<file path="src/rtl/senha_coletor_if.sv">
`default_nettype none
// ============================================================================
//  Module      : senha_coletor_if
//  Description : Keypad-event / password-packet bundle between the keypad
//                scanner, the password collector and the lock controller.
//                  key_code      [3:0]  key code qualified by key_valid
//                  key_valid            one-cycle key strobe
//                  digitos_value [79:0] password packet, nibble 0 = newest
//                  digitos_valid        one-cycle packet strobe
//                  n_digitos     [4:0]  digits currently buffered
//                  erro                 one-cycle rejected-confirm strobe
//                master : producer of key events, consumer of packets
//                slave  : the collector itself
//  Revision    : 1.0 - initial release
// ============================================================================
interface senha_coletor_if;
    logic [3:0]  key_code;
    logic        key_valid;
    logic [79:0] digitos_value;
    logic        digitos_valid;
    logic [4:0]  n_digitos;
    logic        erro;

    modport master (
        output key_code,
        output key_valid,
        input  digitos_value,
        input  digitos_valid,
        input  n_digitos,
        input  erro
    );

    modport slave (
        input  key_code,
        input  key_valid,
        output digitos_value,
        output digitos_valid,
        output n_digitos,
        output erro
    );
endinterface
`default_nettype wire

</file>
<file path="src/rtl/senha_coletor.sv">
`default_nettype none
// ============================================================================
//  Module      : senha_coletor
//  Description : Password collector. Shifts typed digits into a 20-nibble
//                packet, delivers it on '#' (one-cycle digitos_valid pulse),
//                clears on '*', on inactivity timeout and when disabled,
//                and flags too-short entries with a one-cycle erro pulse.
//  Ports       : clk         clock
//                rst         asynchronous active-high reset
//                teclado_en  keypad enable; low clears the entry and packet
//                kbd         senha_coletor_if.slave (key in, packet out)
//  Revision    : 1.0 - initial release
// ============================================================================
module senha_coletor #(
    parameter int MAX_DIGITS     = 20,    // packet capacity in nibbles
    parameter int MIN_DIGITS     = 4,     // shortest accepted password
    parameter int TIMEOUT_CYCLES = 5000,  // idle cycles before discard
    parameter int TMR_W          = 16     // 2**TMR_W > TIMEOUT_CYCLES
) (
    input  logic           clk,
    input  logic           rst,
    input  logic           teclado_en,
    senha_coletor_if.slave kbd
);

    // The interface carries a fixed 80-bit packet, so MAX_DIGITS stays 20.
    localparam int PKT_W = 4 * MAX_DIGITS;
    localparam int CNT_W = 5;

    localparam logic [PKT_W-1:0] c_ALL_F    = '1;
    localparam logic [CNT_W-1:0] c_MAX_CNT  = CNT_W'(MAX_DIGITS);
    localparam logic [CNT_W-1:0] c_MIN_CNT  = CNT_W'(MIN_DIGITS);
    localparam logic [CNT_W-1:0] c_CNT_ONE  = CNT_W'(1);
    localparam logic [TMR_W-1:0] c_TMR_LAST = TMR_W'(TIMEOUT_CYCLES - 1);
    localparam logic [TMR_W-1:0] c_TMR_ONE  = TMR_W'(1);

    localparam logic [3:0] c_KEY_MAX_DIGIT = 4'h9;
    localparam logic [3:0] c_KEY_CLEAR     = 4'hA;
    localparam logic [3:0] c_KEY_CONFIRM   = 4'hB;

    typedef enum logic [0:0] {
        S_IDLE    = 1'b0,   // nothing buffered, timer stopped
        S_COLLECT = 1'b1    // at least one digit buffered
    } state_t;

    state_t           state_q;
    logic [PKT_W-1:0] buf_q;
    logic [PKT_W-1:0] value_q;
    logic [CNT_W-1:0] count_q;
    logic [TMR_W-1:0] timer_q;
    logic             valid_q;
    logic             erro_q;

    // ------------------------------------------------------------------
    // Key decode. Codes 0xC-0xF decode to nothing, so in COLLECT they
    // look exactly like an idle cycle and keep the timeout running.
    // ------------------------------------------------------------------
    logic             w_is_digit;
    logic             w_is_clear;
    logic             w_is_confirm;
    logic [PKT_W-1:0] w_buf_shift;
    logic [CNT_W-1:0] w_cnt_inc;

    assign w_is_digit   = kbd.key_valid && (kbd.key_code <= c_KEY_MAX_DIGIT);
    assign w_is_clear   = kbd.key_valid && (kbd.key_code == c_KEY_CLEAR);
    assign w_is_confirm = kbd.key_valid && (kbd.key_code == c_KEY_CONFIRM);

    // Newest digit enters at nibble 0; once full, nibble 19 falls off the top.
    // Below capacity only 4'hF padding is shifted out.
    assign w_buf_shift = {buf_q[PKT_W-5:0], kbd.key_code};
    assign w_cnt_inc   = (count_q == c_MAX_CNT) ? count_q : (count_q + c_CNT_ONE);

    // ------------------------------------------------------------------
    // Collector FSM with registered outputs.
    // ------------------------------------------------------------------
    always_ff @(posedge clk or posedge rst) begin
        if (rst) begin
            state_q <= S_IDLE;
            buf_q   <= c_ALL_F;
            count_q <= '0;
            timer_q <= '0;
            value_q <= c_ALL_F;
            valid_q <= 1'b0;
            erro_q  <= 1'b0;
        end else begin
            // Both strobes are single-cycle by construction.
            valid_q <= 1'b0;
            erro_q  <= 1'b0;

            if (!teclado_en) begin
                // Disable wins over any key in the same cycle, even '#'.
                state_q <= S_IDLE;
                buf_q   <= c_ALL_F;
                count_q <= '0;
                timer_q <= '0;
                value_q <= c_ALL_F;
            end else begin
                case (state_q)
                    S_IDLE: begin
                        // '*' and '#' with an empty buffer are dropped silently.
                        if (w_is_digit) begin
                            buf_q   <= w_buf_shift;
                            count_q <= w_cnt_inc;
                            timer_q <= '0;
                            state_q <= S_COLLECT;
                        end
                    end

                    S_COLLECT: begin
                        if (w_is_digit) begin
                            buf_q   <= w_buf_shift;
                            count_q <= w_cnt_inc;
                            timer_q <= '0;
                        end else if (w_is_clear) begin
                            state_q <= S_IDLE;
                            buf_q   <= c_ALL_F;
                            count_q <= '0;
                            timer_q <= '0;
                        end else if (w_is_confirm) begin
                            // count is never 0 here, so a short entry is
                            // always a genuine rejection.
                            if (count_q >= c_MIN_CNT) begin
                                value_q <= buf_q;
                                valid_q <= 1'b1;
                            end else begin
                                erro_q  <= 1'b1;
                            end
                            state_q <= S_IDLE;
                            buf_q   <= c_ALL_F;
                            count_q <= '0;
                            timer_q <= '0;
                        end else if (timer_q == c_TMR_LAST) begin
                            // Silent discard: value_q keeps the last packet.
                            state_q <= S_IDLE;
                            buf_q   <= c_ALL_F;
                            count_q <= '0;
                            timer_q <= '0;
                        end else begin
                            timer_q <= timer_q + c_TMR_ONE;
                        end
                    end

                    default: begin
                        state_q <= S_IDLE;
                        buf_q   <= c_ALL_F;
                        count_q <= '0;
                        timer_q <= '0;
                    end
                endcase
            end
        end
    end

    assign kbd.digitos_value = value_q;
    assign kbd.digitos_valid = valid_q;
    assign kbd.n_digitos     = count_q;
    assign kbd.erro          = erro_q;

endmodule
`default_nettype wire
</file>
<file path="src/flat_wrapper.sv">
// flat-port wrapper written by rule: the top's interface ports become plain ports
module senha_coletor_flat 
#(
    parameter int MAX_DIGITS     = 20,                                 
    parameter int MIN_DIGITS     = 4,                                  
    parameter int TIMEOUT_CYCLES = 5000,                               
    parameter int TMR_W          = 16                                 
)
  (clk, rst, teclado_en, kbd_key_code, kbd_key_valid, kbd_digitos_value, kbd_digitos_valid, kbd_n_digitos, kbd_erro);
  senha_coletor_if kbd_i ();
  input  logic clk;
  input  logic rst;
  input  logic teclado_en;
  input wire logic [$bits(kbd_i.key_code)-1:0] kbd_key_code;
  input wire logic [$bits(kbd_i.key_valid)-1:0] kbd_key_valid;
  output wire logic [$bits(kbd_i.digitos_value)-1:0] kbd_digitos_value;
  output wire logic [$bits(kbd_i.digitos_valid)-1:0] kbd_digitos_valid;
  output wire logic [$bits(kbd_i.n_digitos)-1:0] kbd_n_digitos;
  output wire logic [$bits(kbd_i.erro)-1:0] kbd_erro;
  assign kbd_i.key_code = kbd_key_code;
  assign kbd_i.key_valid = kbd_key_valid;
  assign kbd_digitos_value = kbd_i.digitos_value;
  assign kbd_digitos_valid = kbd_i.digitos_valid;
  assign kbd_n_digitos = kbd_i.n_digitos;
  assign kbd_erro = kbd_i.erro;
  senha_coletor #(.MAX_DIGITS(MAX_DIGITS), .MIN_DIGITS(MIN_DIGITS), .TIMEOUT_CYCLES(TIMEOUT_CYCLES), .TMR_W(TMR_W)) u_core (.clk(clk), .rst(rst), .teclado_en(teclado_en), .kbd(kbd_i));
endmodule
</file>
<file path="config.mk">
export PLATFORM = sky130hd
export DESIGN_NAME = senha_coletor_flat
export DESIGN_NICKNAME = d
export VERILOG_FILES = /design/src/rtl/senha_coletor_if.sv /design/src/rtl/senha_coletor.sv /design/src/flat_wrapper.sv
export SDC_FILE = /design/constraint.sdc
export NUM_CORES = 1
export LEC_CHECK = 0
export ABC_AREA = 1
export CAP_MARGIN = 20
export CELL_PAD_IN_SITES_DETAIL_PLACEMENT = 1
export CELL_PAD_IN_SITES_GLOBAL_PLACEMENT = 2
export CORE_AREA = 2 2 161 163
export CTS_BUF_LIST = sky130_fd_sc_hd__clkbuf_16
export CTS_CLUSTER_SIZE = 20
export DETAILED_ROUTE_END_ITERATION = 10
export DIE_AREA = 0 0 163 165
export GPL_TIMING_DRIVEN = 0
export HOLD_SLACK_MARGIN = 0.12
export PLACE_DENSITY_LB_ADDON = 0.1
export SLEW_MARGIN = 20
export SYNTH_ARGS = -nofsm -noshare
export SYNTH_HDL_FRONTEND = slang
export SYNTH_SLANG_ARGS = --single-unit
export TNS_END_PERCENT = 20
</file>
<file path="constraint.sdc">
create_clock -name clk -period 6.1 [get_ports clk]
set_input_delay 0.915 -clock clk [delete_from_list [all_inputs] [get_ports clk]]
set_output_delay 0.915 -clock clk [all_outputs]
set_load 0.03 [all_outputs]
</file>
==> results.toml <==
[global_routing]
grt_max_degree = 85
track_usage_pct = 18.0
grt_pass1_wl_um = 38000
grt_overflow = 0
antenna_found_initial = 0
first_global_vias = 7012

[synth]
synth_edf_count = 0
avgSynthCellArea_um2 = 8.48
syn-instance-count = 995
ys_warn_count = 0
synth_commonest_cells = "238 x nand2_1, 195 x nor2_1, 160 x dfstp_2"
yosysMostFrequentCell = "nand2_1"
synth-seq-cells = 184
synth_largest_area_cell = "dfstp_2"
yosysUniqueCellTypes = 26
yosysTopAreaCellShare_pct = 49.9
synthTopCellsByArea = "dfstp_2 50%, nand2_1 11%, nor2_1 8.7%"
syn-num-nets = 1006
syn_area_um2 = 8430
synth-seq-area-share_pct = 57.0
synth_ff_type = "dfstp_2"
async_flop_share_pct = 100

[setup_path]
worstPathArrival_ps = 3190
crit_cells = 10
r2r_cells = 11
cp_top_family = "simple AND/OR/NAND/NOR gates"
critPathMostFrequentCell = "nor2_1"
path_buf_inv = 3
critical_path.max_stage_delay_ps = 470
cp.required_ps = 6460
cp_slowest_cell = "clkdlybuf4s50_1"
end_kind = "register"
critPathKind = "primary input to register"
cp_max_fo = 10
path_cells = "clkdlybuf4s50_1 > inv_1 > nor2_1 > nand3_1 > nor2_1 > nand3_2 > nand2_2 > buf_2 > nor2_1 > a21oi_1"
critPathLaunchType = "primary input"

[timing]
finalHoldViolCount = 0
hold_slack_ps = 464
fin_crit_ps = 2830
setup_violations = 0
max_freq_ghz = 0.353
final_max_slew_viol_count = 0
grt_setup_unrepaired = "false"
timing.slew.headroom_pct = 51.5
clock_skew_ps = 11.0
timing.final.crit_share_pct = 46.4
worst_slew_pin_slew_ps = 728

[cts]
cts_buffer_depth = 2
clock_latency_ps = 440
clock_sinks = 184
root_buffer = "clkbuf_16"
h-tree-depth = 4
cts-buffers-inserted = 17
clk_pin_slew_ps = 70
cts.repair.resized = 0
holdBufCountCts = 0
cts_setup_buffers = 0
cts_tree = "done"

[routing]
drtIter0Drc = 352
antenna_left = 0
vias = 6771
finalWirelength_um = 23000
wire_per_inst_um = 15.8
dr.pass1.iters = 4
viasPerCell = 4.66
drcViolationCount = 0

[place]
io_buffers = 94
post-place-cells = 1421
dpl.hpwl_um = 15900
place.gp.congestion = 0.757

[power_and_ir_drop]
internal_power_uw = 2180
power.density_nw_per_um2 = 286
p_sw_share_pct = 27.2
p_leak_uw = 0.00440
seqPwrFrac_pct = 49.4
p_sw_uw = 814
combPwrFrac_pct = 12.0
power.share.clock_pct = 38.7
worst_ir_drop_vdd_v = 0.000161

[die]
row_count = 58
start_util_pct = 33.7
die_h_um = 165
dieArea_um2 = 26900
core_um2 = 25000
ios = 95
die_w_um = 163

[finish]
fin_cells = 1452
diodes = 0
nets = 1121
drive_gt1_share_pct = 25.8
synthToLayoutAreaGrowth_pct = 23.9
fillers = 2980

[run_status]
status = "finished clean"

[worst_hold_path]
worstHoldPathType = "register to register"
hold_path_depth = 2

[run]
maxCapViolCount = 0
layout by cell type (no fill, tap or decap), types with 6 or more instances in the layout:
master             n
dfrtp_1           24
inv_1             30
nand4_1            6
or2_1              8
nor2_1           195
clkdlybuf4s50_1   94
nand3_1           98
o21ai_0            7
nand2_1          238
buf_1             12
nor3_1            74
or2_2             60
a21oi_1           16
buf_2             23
clkbuf_16         17
clkbuf_1          20
buf_6              7
dfstp_2          160
power by group through the flow:
stage | Combinational (µW) | Sequential, µW | Clock (µW)
global placement | 353 | 1490 | 0
global route | 408 | 1490 | 1230
floorplan | 241 | 1480 | 0
finish | 358 | 1480 | 1160
CTS | 365 | 1480 | 1190
detailed placement | 363 | 1500 | 0
sequential cells by signal, summed over array words and instances, names as in the netlist:
name / count
u_core.buf_q: 80
u_core.kbd.digitos_valid: 1
u_core.kbd.digitos_value: 80
u_core.kbd.erro: 1
u_core.kbd.n_digitos: 5
u_core.state_q: 1
u_core.timer_q: 16
per-stage QoR:
stage          utilization [%]  setup TNS [ps]  worst slack, ps  instance area (µm²)  total power (µW)
2_1_floorplan                -               0              449                 8430              1720
3_3_place_gp              39.1         -138530            -2590                 9790              1850
6_report                  41.7               0             3270                10400              2990
4_1_cts                   41.7               0             3180                10400              3030
5_1_grt                   41.7               0             3020                10400              3140
3_5_place_dp              39.3               0             2740                 9850              1860
final cells by class:
class | instances | area [µm²] | share of cell area (%)
flip-flops and latches | 184 | 4800 | 46.0
inverters | 32 | 128 | 1.22
plain buffers | 62 | 314 | 3.01
well taps | 330 | 413 | 3.95
repair buffers | 96 | 996 | 9.53
clock buffers | 17 | 425 | 4.07
clock inverters | 14 | 173 | 1.65
multi-input cells | 717 | 3190 | 30.6
metal layers:
layer / global-route usage, % / up-vias / share of wire, %
li1: - / 3379 / -
met5: 0 / - / 0
met4: 4.83 / 0 / 1.1
met1: 25.6 / 3306 / 51
met3: 2.36 / 18 / 1.7
met2: 29.1 / 68 / 46
path summary, 6_finish.rpt:
path / from / to / slack, ps
worst max-delay path: kbd_key_code[3] / u_core.kbd.digitos_value[71] / 3270
min in group asynchronous: rst / u_core.kbd.digitos_value[27] / 1080
max in group asynchronous: rst / u_core.kbd.digitos_value[78] / 4210
worst min register to register: u_core.buf_q[79] / u_core.buf_q[79] / 460
worst max register to register: u_core.timer_q[0] / u_core.buf_q[73] / 3950
worst min-delay path: u_core.buf_q[79] / u_core.buf_q[79] / 460
logic make-up after synthesis:
| family | synth area share (%) |
|---|---|
| XOR/XNOR | 0.208 |
| AO/OA/AOI/OAI | 1.80 |
| adder cells (fa/ha/maj) | 0.445 |
| buffers and inverters | 5.15 |
| flip-flops | 57.0 |
| AND/OR/NAND/NOR | 35.4 |
worst min-delay path: stages (launching register included):
cell	delay (ps)
dfstp_2	370
nand2_1	50
nand2_1	40
Note: power is estimated with default switching activity, not from simulation.
